## src/rtl/bmd_64_wdma_sched_pkg.sv

```systemverilog
// bmd_64_wdma_sched_pkg: shared types and defaults for the write-DMA descriptor scheduler.
package bmd_64_wdma_sched_pkg;
  localparam int DEF_DEPTH = 4;
  localparam int DEF_CNT_W = 8;
  typedef enum logic [1:0] {
    ST_IDLE    = 2'd0,
    ST_ISSUE   = 2'd1,
    ST_ARMED   = 2'd2,
    ST_STARVED = 2'd3
  } state_t;
  typedef struct packed {
    logic [7:0]  up_addr;
    logic [31:0] addr;
  } desc_t;
endpackage

```

## src/rtl/bmd_64_desc_fifo.sv

```systemverilog
// bmd_64_desc_fifo: synchronous descriptor FIFO with show-ahead head and occupancy level.
module bmd_64_desc_fifo
  import bmd_64_wdma_sched_pkg::*;
#(
  parameter int DEPTH = DEF_DEPTH
) (
  input  logic                     clk,
  input  logic                     rst_n,
  input  logic                     clr,
  input  logic                     push,
  input  logic                     pop,
  input  desc_t                    din,
  output desc_t                    dout,
  output logic                     full,
  output logic                     empty,
  output logic [$clog2(DEPTH):0]   level
);
  localparam int AW = $clog2(DEPTH);
  desc_t mem [DEPTH];
  logic [AW-1:0] wp, rp;
  logic do_push, do_pop;
  assign do_pop  = pop && !empty;
  // A pop in the same cycle frees the slot, so a push while full is still accepted.
  assign do_push = push && (!full || do_pop);
  assign full    = level[AW];
  assign empty   = level == '0;
  assign dout    = mem[rp];
  always_ff @(posedge clk)
    if (do_push && !clr) mem[wp] <= din;
  always_ff @(posedge clk or negedge rst_n)
    if (!rst_n) begin
      wp    <= '0;
      rp    <= '0;
      level <= '0;
    end else if (clr) begin
      wp    <= '0;
      rp    <= '0;
      level <= '0;
    end else begin
      if (do_push) wp <= wp + 1'b1;
      if (do_pop) rp <= rp + 1'b1;
      level <= level + {{AW{1'b0}}, do_push} - {{AW{1'b0}}, do_pop};
    end
endmodule

```

## src/rtl/bmd_64_wdma_desc_sched.sv

```systemverilog
// bmd_64_wdma_desc_sched: queues host buffer descriptors and hands them one at a time to the write-DMA FSM.
// Define WDMA_SCHED_IRQ_COALESCE_EN to coalesce completion interrupts by irq_coalesce_i.
module bmd_64_wdma_desc_sched
  import bmd_64_wdma_sched_pkg::*;
#(
  parameter int DEPTH = DEF_DEPTH,
  parameter int CNT_W = DEF_CNT_W
) (
  input  logic                   clk,
  input  logic                   rst_n,
  input  logic                   init_rst_i,
  input  logic                   sched_en_i,
  input  logic                   desc_wr_i,
  input  logic [31:0]            desc_addr_i,
  input  logic [7:0]             desc_up_addr_i,
  output logic                   desc_full_o,
  output logic [$clog2(DEPTH):0] desc_level_o,
  output logic                   desc_ovf_o,
  input  logic [3:0]             irq_coalesce_i,
  output logic [31:0]            next_wdma_addr_o,
  output logic [7:0]             next_wdma_up_addr_o,
  output logic                   next_wdma_valid_o,
  input  logic                   wdma_irq_i,
  output logic                   irq_o,
  output logic [CNT_W-1:0]       underrun_cnt_o,
  output logic [1:0]             state_o
);
  state_t state;
  desc_t  head;
  logic   fifo_empty, pop, irq_acc, issue, starve;
  assign state_o = state;
  assign pop     = state == ST_ISSUE;
  assign irq_acc = state == ST_ARMED && wdma_irq_i;
  assign issue   = sched_en_i && !fifo_empty && (state == ST_IDLE || state == ST_STARVED || irq_acc);
  assign starve  = irq_acc && sched_en_i && fifo_empty;
  bmd_64_desc_fifo #(.DEPTH(DEPTH)) u_fifo (
    .clk   (clk),
    .rst_n (rst_n),
    .clr   (init_rst_i),
    .push  (desc_wr_i),
    .pop   (pop),
    .din   ({desc_up_addr_i, desc_addr_i}),
    .dout  (head),
    .full  (desc_full_o),
    .empty (fifo_empty),
    .level (desc_level_o)
  );
  always_ff @(posedge clk or negedge rst_n)
    if (!rst_n) begin
      state               <= ST_IDLE;
      next_wdma_addr_o    <= '0;
      next_wdma_up_addr_o <= '0;
      next_wdma_valid_o   <= 1'b0;
      underrun_cnt_o      <= '0;
      desc_ovf_o          <= 1'b0;
    end else if (init_rst_i) begin
      state               <= ST_IDLE;
      next_wdma_addr_o    <= '0;
      next_wdma_up_addr_o <= '0;
      next_wdma_valid_o   <= 1'b0;
      underrun_cnt_o      <= '0;
      desc_ovf_o          <= 1'b0;
    end else begin
      state <= issue ? ST_ISSUE :
               state == ST_ISSUE ? ST_ARMED :
               (irq_acc || state == ST_STARVED) && !sched_en_i ? ST_IDLE :
               irq_acc ? ST_STARVED : state;
      next_wdma_valid_o <= issue;
      if (issue) {next_wdma_up_addr_o, next_wdma_addr_o} <= head;
      if (starve && !(&underrun_cnt_o)) underrun_cnt_o <= underrun_cnt_o + 1'b1;
      if (desc_wr_i && desc_full_o && !pop) desc_ovf_o <= 1'b1;
    end
`ifdef WDMA_SCHED_IRQ_COALESCE_EN
  logic [3:0] coal_cnt, thr;
  assign thr = irq_coalesce_i == 4'd0 ? 4'd1 : irq_coalesce_i;
  always_ff @(posedge clk or negedge rst_n)
    if (!rst_n) begin
      coal_cnt <= '0;
      irq_o    <= 1'b0;
    end else if (init_rst_i) begin
      coal_cnt <= '0;
      irq_o    <= 1'b0;
    end else if (starve || (irq_acc && {1'b0, coal_cnt} + 5'd1 >= {1'b0, thr})) begin
      coal_cnt <= '0;
      irq_o    <= 1'b1;
    end else begin
      irq_o <= 1'b0;
      if (irq_acc) coal_cnt <= coal_cnt + 1'b1;
    end
`else
  logic unused_coal;
  assign unused_coal = ^irq_coalesce_i;
  always_ff @(posedge clk or negedge rst_n)
    if (!rst_n) irq_o <= 1'b0;
    else if (init_rst_i) irq_o <= 1'b0;
    else irq_o <= irq_acc;
`endif
endmodule
```

## config.mk

```make
export PLATFORM = sky130hd
export DESIGN_NAME = bmd_64_wdma_desc_sched
export DESIGN_NICKNAME = d
export VERILOG_FILES = /design/src/rtl/bmd_64_wdma_sched_pkg.sv /design/src/rtl/bmd_64_desc_fifo.sv /design/src/rtl/bmd_64_wdma_desc_sched.sv
export SDC_FILE = /design/constraint.sdc
export NUM_CORES = 1
export LEC_CHECK = 0
export CAP_MARGIN = 10
export CORE_MARGIN = 2
export CORE_UTILIZATION = 40
export CTS_BUF_LIST = sky130_fd_sc_hd__clkbuf_8
export DETAILED_ROUTE_END_ITERATION = 6
export GPL_ROUTABILITY_DRIVEN = 0
export GPL_TIMING_DRIVEN = 0
export PLACE_DENSITY_LB_ADDON = 0.05
export SLEW_MARGIN = 15
export SYNTH_ARGS = -nofsm -noshare
export SYNTH_HDL_FRONTEND = slang
export SYNTH_HIERARCHICAL = 1
export SYNTH_SLANG_ARGS = --single-unit
```

## constraint.sdc

```tcl
create_clock -name clk -period 9.7 [get_ports clk]
set_input_delay 2.425 -clock clk [delete_from_list [all_inputs] [get_ports clk]]
set_output_delay 2.425 -clock clk [all_outputs]
set_load 0.01 [all_outputs]
```

# Word level (Yosys, flattened, before mapping)
# Memories as Yosys holds them, arrays and structs flattened.
# Index checks and enable logic that the tools add are counted.
# totals
regBits	60
ramBits	160
in_bits	50
elab_cells	72
mem_count	1
# mem_list
memory	depth	word_bits	rd	rd_ports_with_merged_regs	write_ports	line	source
u_fifo.mem	4	40	1	0	1	bmd_64_desc_fifo.sv:19	desc_t mem [DEPTH];
# op_classes
add_sub_neg	5
n_eq_ne	3
n_mux	22
n_reduce_logical	31
# ops
cell	count
32-bit two-way mux	2
8-bit two-way mux	4
2-bit two-way mux	9
1-bit logical AND	12
2-bit nonzero test	5
8-bit by 1-bit adder with 8-bit output, second input constant	1
8-bit AND reduction	1
1-bit logical NOT	6
1-bit two-way mux	6
5-bit nonzero test	1
2-bit by 1-bit adder with 2-bit output, second input constant	2
2-bit == test, second input constant	2
1-bit logical OR	4
3-bit by 1-bit adder with 3-bit output	1
3-bit logical NOT	1
3-bit two-way mux	1
3-bit by 1-bit subtractor with 3-bit output	1
2-bit by 1-bit == test with 1-bit output, second input constant	1
2-bit logical NOT	1

# Logic depth before layout (Yosys ltp)
# logic_depth
ltp_word	8
ltp_mapped	11

# Modules after synthesis
# The synthesis kept the hierarchy.
# by_module_without_submodules
module	instances	cells_per_inst	area_each_um2	seq_area_each_um2
bmd_64_desc_fifo	1	257	6378.6	4979.8
bmd_64_wdma_desc_sched	1	244	2347.3	1326.3

# Worst setup path before layout
# OpenSTA, ideal clock, no wires.
# synth_timing
path_type	in2reg
start	input init_rst_i
end	memory u_fifo/mem[0][0] (netlist bit) (enable)
setup_time_ns	0.495
arrival_ns	5.601
required_ns	9.205
path_slack_ns	3.604
cell_stages	2
path_cell_list	clkbuf_1 nor3b_1
# synth_between
elab_chain_cells	4
# synth_rtl
element	line	source
start: declaration	bmd_64_wdma_desc_sched.sv:11	input logic init_rst_i,
1-bit logical NOT	bmd_64_desc_fifo.sv:29	if (do_push && !clr) mem[wp] <= din;
1-bit logical AND	bmd_64_desc_fifo.sv:29	
1-bit two-way mux	bmd_64_desc_fifo.sv:29	
1-bit two-way mux (not written as such)	bmd_64_desc_fifo.sv:29	
end: declaration	bmd_64_desc_fifo.sv:19	
# No other way between the ends.

# Final worst setup path
# layout_timing
start	input desc_wr_i
end	memory u_fifo/mem[2][6] (netlist bit) (enable)
# layout_between
elab_chain_cells	4
# layout_rtl
element	line	source
start: declaration	bmd_64_wdma_desc_sched.sv:13	input logic desc_wr_i,
1-bit logical AND	bmd_64_desc_fifo.sv:24	assign do_push = push && (!full || do_pop);
1-bit logical AND	bmd_64_desc_fifo.sv:29	
1-bit two-way mux	bmd_64_desc_fifo.sv:29	
1-bit two-way mux (not written as such)	bmd_64_desc_fifo.sv:29	
# No other way between the ends.

==> results_dict.tcl <==
set metrics [dict create \
    p_leak_nw 4.01 \
    grt_pass1_wl_microns 28800 \
    layout_min_cycle_time_ns 4.28 \
    final.setup.tns_ns 0 \
    cp.required_ns 9.91 \
    coreArea_sq_um 21600 \
    stdcell_area_sq_um 11100 \
    instances_no_fill 976 \
    slew_headroom_pct 48.1 \
    yosys_warnings 6 \
    cts_resized 0 \
    crit_path_end_kind "flop" \
    syn_inst 501 \
    synth_nets 562 \
    ctsRootBufferMaster "clkbuf_8" \
    final_antenna_net_count 0 \
    cts.clk_slew.worst_paths_ns 0.06 \
    cts_max_path_buffers 3 \
    synth_edf_count 160 \
    worst-path-max-fanout 8 \
    p_per_area_nw_per_um2 224 \
    clock-skew-final_ns 0.0146 \
    drcViolationCount 0 \
    startpoint_type "input port" \
    track_usage_pct 16.9 \
    synthTopCellsByCount "160 x edfxtp_1, 85 x nand2_1, 60 x dfrtp_1" \
    drtIter0Drc 250 \
    synthArstFlopShare_pct 27.3 \
    synth.most_common_cell "edfxtp_1" \
    fp.dieW_microns 152 \
    holdBufCountCts 0 \
    yosys-top-cells-area "edfxtp_1 55%, dfrtp_1 17%, mux4_1 10%" \
    die_area_sq_um 23000 \
    rows 54 \
    insertion_delay_ns 0.51 \
    fmax_ghz 0.233 \
    netlist_area_sq_um 8730 \
    globalRoute.totalOverflow 0 \
    grt_pass1_vias 5181 \
    synth.avg_cell_area_sq_um 17.4 \
    ys_types 41 \
    dp_hpwl_microns 12700 \
    port_buffers 102 \
    drv_cap 0 \
    die_h_microns 152 \
    vias_per_cell 5.01 \
    nets 729 \
    wirelength_microns 18700 \
    cts_tree "done" \
    rsz0062_at_grt "false" \
    htree_levels 2 \
    dr_total_vias 4889 \
    maxSlewViolCount 0 \
    p_total_mw 2.47 \
    synth_top_flop_cell "edfxtp_1" \
    cts_sinks 220 \
    yosysTopAreaCellShare_pct 55.1 \
    dp.cells 908 \
    hold_class "flop to flop" \
    status "complete, no violations" \
    numCtsBuffers 38 \
    fin_crit_sh_pct 44.2 \
    critPathKind "input port to flop" \
    num_io_pins 107 \
    wire_per_inst_microns 19.2 \
    tightestPinTransition_ns 0.773 \
    cts_setup_buffers 0 \
    first_pass_iters 4 \
    antenna_found_initial 1 \
    layout-drive-gt1-share_pct 15.3 \
    ys_seq_elements 220 \
    yosysSeqAreaShare_pct 72.3 \
    start_util_pct 40.4 \
    hold_viol 0 \
    grt_max_degree 52 \
    peakVddDrop_uv 109 \
    postPlaceCellArea_sq_um 10400 \
    post-synth-top-area-cell "edfxtp_1" \
    setup_viol 0 \
    areaGrowthSynthToFinish_pct 26.6 \
    critPathArrivalTime_ns 4.49 \
]
==> sequential cells by signal, indices dropped and copies added, names as in the netlist <==
name	count
next_wdma_up_addr_o	8
next_wdma_addr_o	32
state_o	2
u_fifo/wp	2
u_fifo/level	3
underrun_cnt_o	8
next_wdma_valid_o	1
irq_o	1
u_fifo/mem	160
desc_ovf_o	1
u_fifo/rp	2
==> layout by cell type, fill, tap and decap left out, types with 4 or more instances in the layout <==
cell type	count
clkinv_1	7
clkdlybuf4s50_1	101
edfxtp_1	160
dfrtp_1	60
nor3b_2	5
o21ai_0	5
nand2_1	85
clkbuf_1	8
buf_6	30
a21oi_1	46
buf_2	4
clkinv_2	5
mux4_2	6
ha_1	10
mux4_1	34
buf_4	9
inv_1	25
clkbuf_8	40
nor2_1	13
==> worst max-delay path, cell delays in order <==
cell	delay, ns
clkdlybuf4s50_1	0.58
nand2b_1	0.22
nor3b_2	0.70
buf_6	0.25
buf_6	0.16
buf_6	0.14
==> through the flow <==
step	setup slack, ns	hold WS [ns]	util [%]
6_report	5.42	0.518	51.1
4_1_cts	5.41	0.523	51.1
2_1_floorplan	3.60	0.529	-
3_5_place_dp	4.86	0.515	48.0
5_1_grt	5.31	0.540	51.1
3_3_place_gp	0.0391	0.510	46.7
==> logic make-up after synthesis <==
logic type / after synthesis / share of synthesized area (%)
multiplexers: 42 / 12.0
flip-flops: 220 / 72.3
AO/OA/AOI/OAI: 64 / 4.29
XOR/XNOR: 6 / 0.602
buffers and inverters: 38 / 3.04
adder cells (fa/ha/maj): 11 / 1.66
AND/OR/NAND/NOR: 120 / 6.12
==> layer usage <==
layer  share of wire, %  vias up  wire, microns  GRT usage (%)
li1                   -     2261              -              -
met1                 42     2463           7880           22.1
met2                 50      141           9340           28.2
met3                6.4       24           1190           4.22
met4                1.6        0            306           5.05
met5                  0        -              0              0
==> final timing paths <==
kind / startpoint / end / slack (ns) / cells after the start
max: desc_wr_i / u_fifo/mem[2][6]$_DFFE_PP_ / 5.42 / 6
min: next_wdma_addr_o[31]$_DFFE_PN0P_ / next_wdma_addr_o[31]$_DFFE_PN0P_ / 0.52 / 2
max reg2reg: state_o[1]$_DFFE_PN0P_ / u_fifo/mem[2][6]$_DFFE_PP_ / 6.94 / 8
min reg2reg: next_wdma_addr_o[31]$_DFFE_PN0P_ / next_wdma_addr_o[31]$_DFFE_PN0P_ / 0.52 / 2
max in group asynchronous: rst_n / next_wdma_addr_o[22]$_DFFE_PN0P_ / 7.39 / 2
min in group asynchronous: rst_n / next_wdma_up_addr_o[6]$_DFFE_PN0P_ / 1.77 / 1
==> cell type report <==
cell class                 instances  area [sq um]
antenna                            1          2.50
buffer                            27           224
clock buffer                      40           551
clock inverter                    27           111
fill                            1873         10600
inverter                          11          41.3
multi-input combinational        243          2170
sequential                       220          6310
tap                              280           350
timing repair buffer             127          1290
==> power by group <==
part / total, mW / switching, mW / internal (mW)
clock: 0.730 / 0.349 / 0.380
sequential: 1.15 / 0.0475 / 1.10
combinational: 0.594 / 0.293 / 0.301
(Power assumes the default switching activity.)
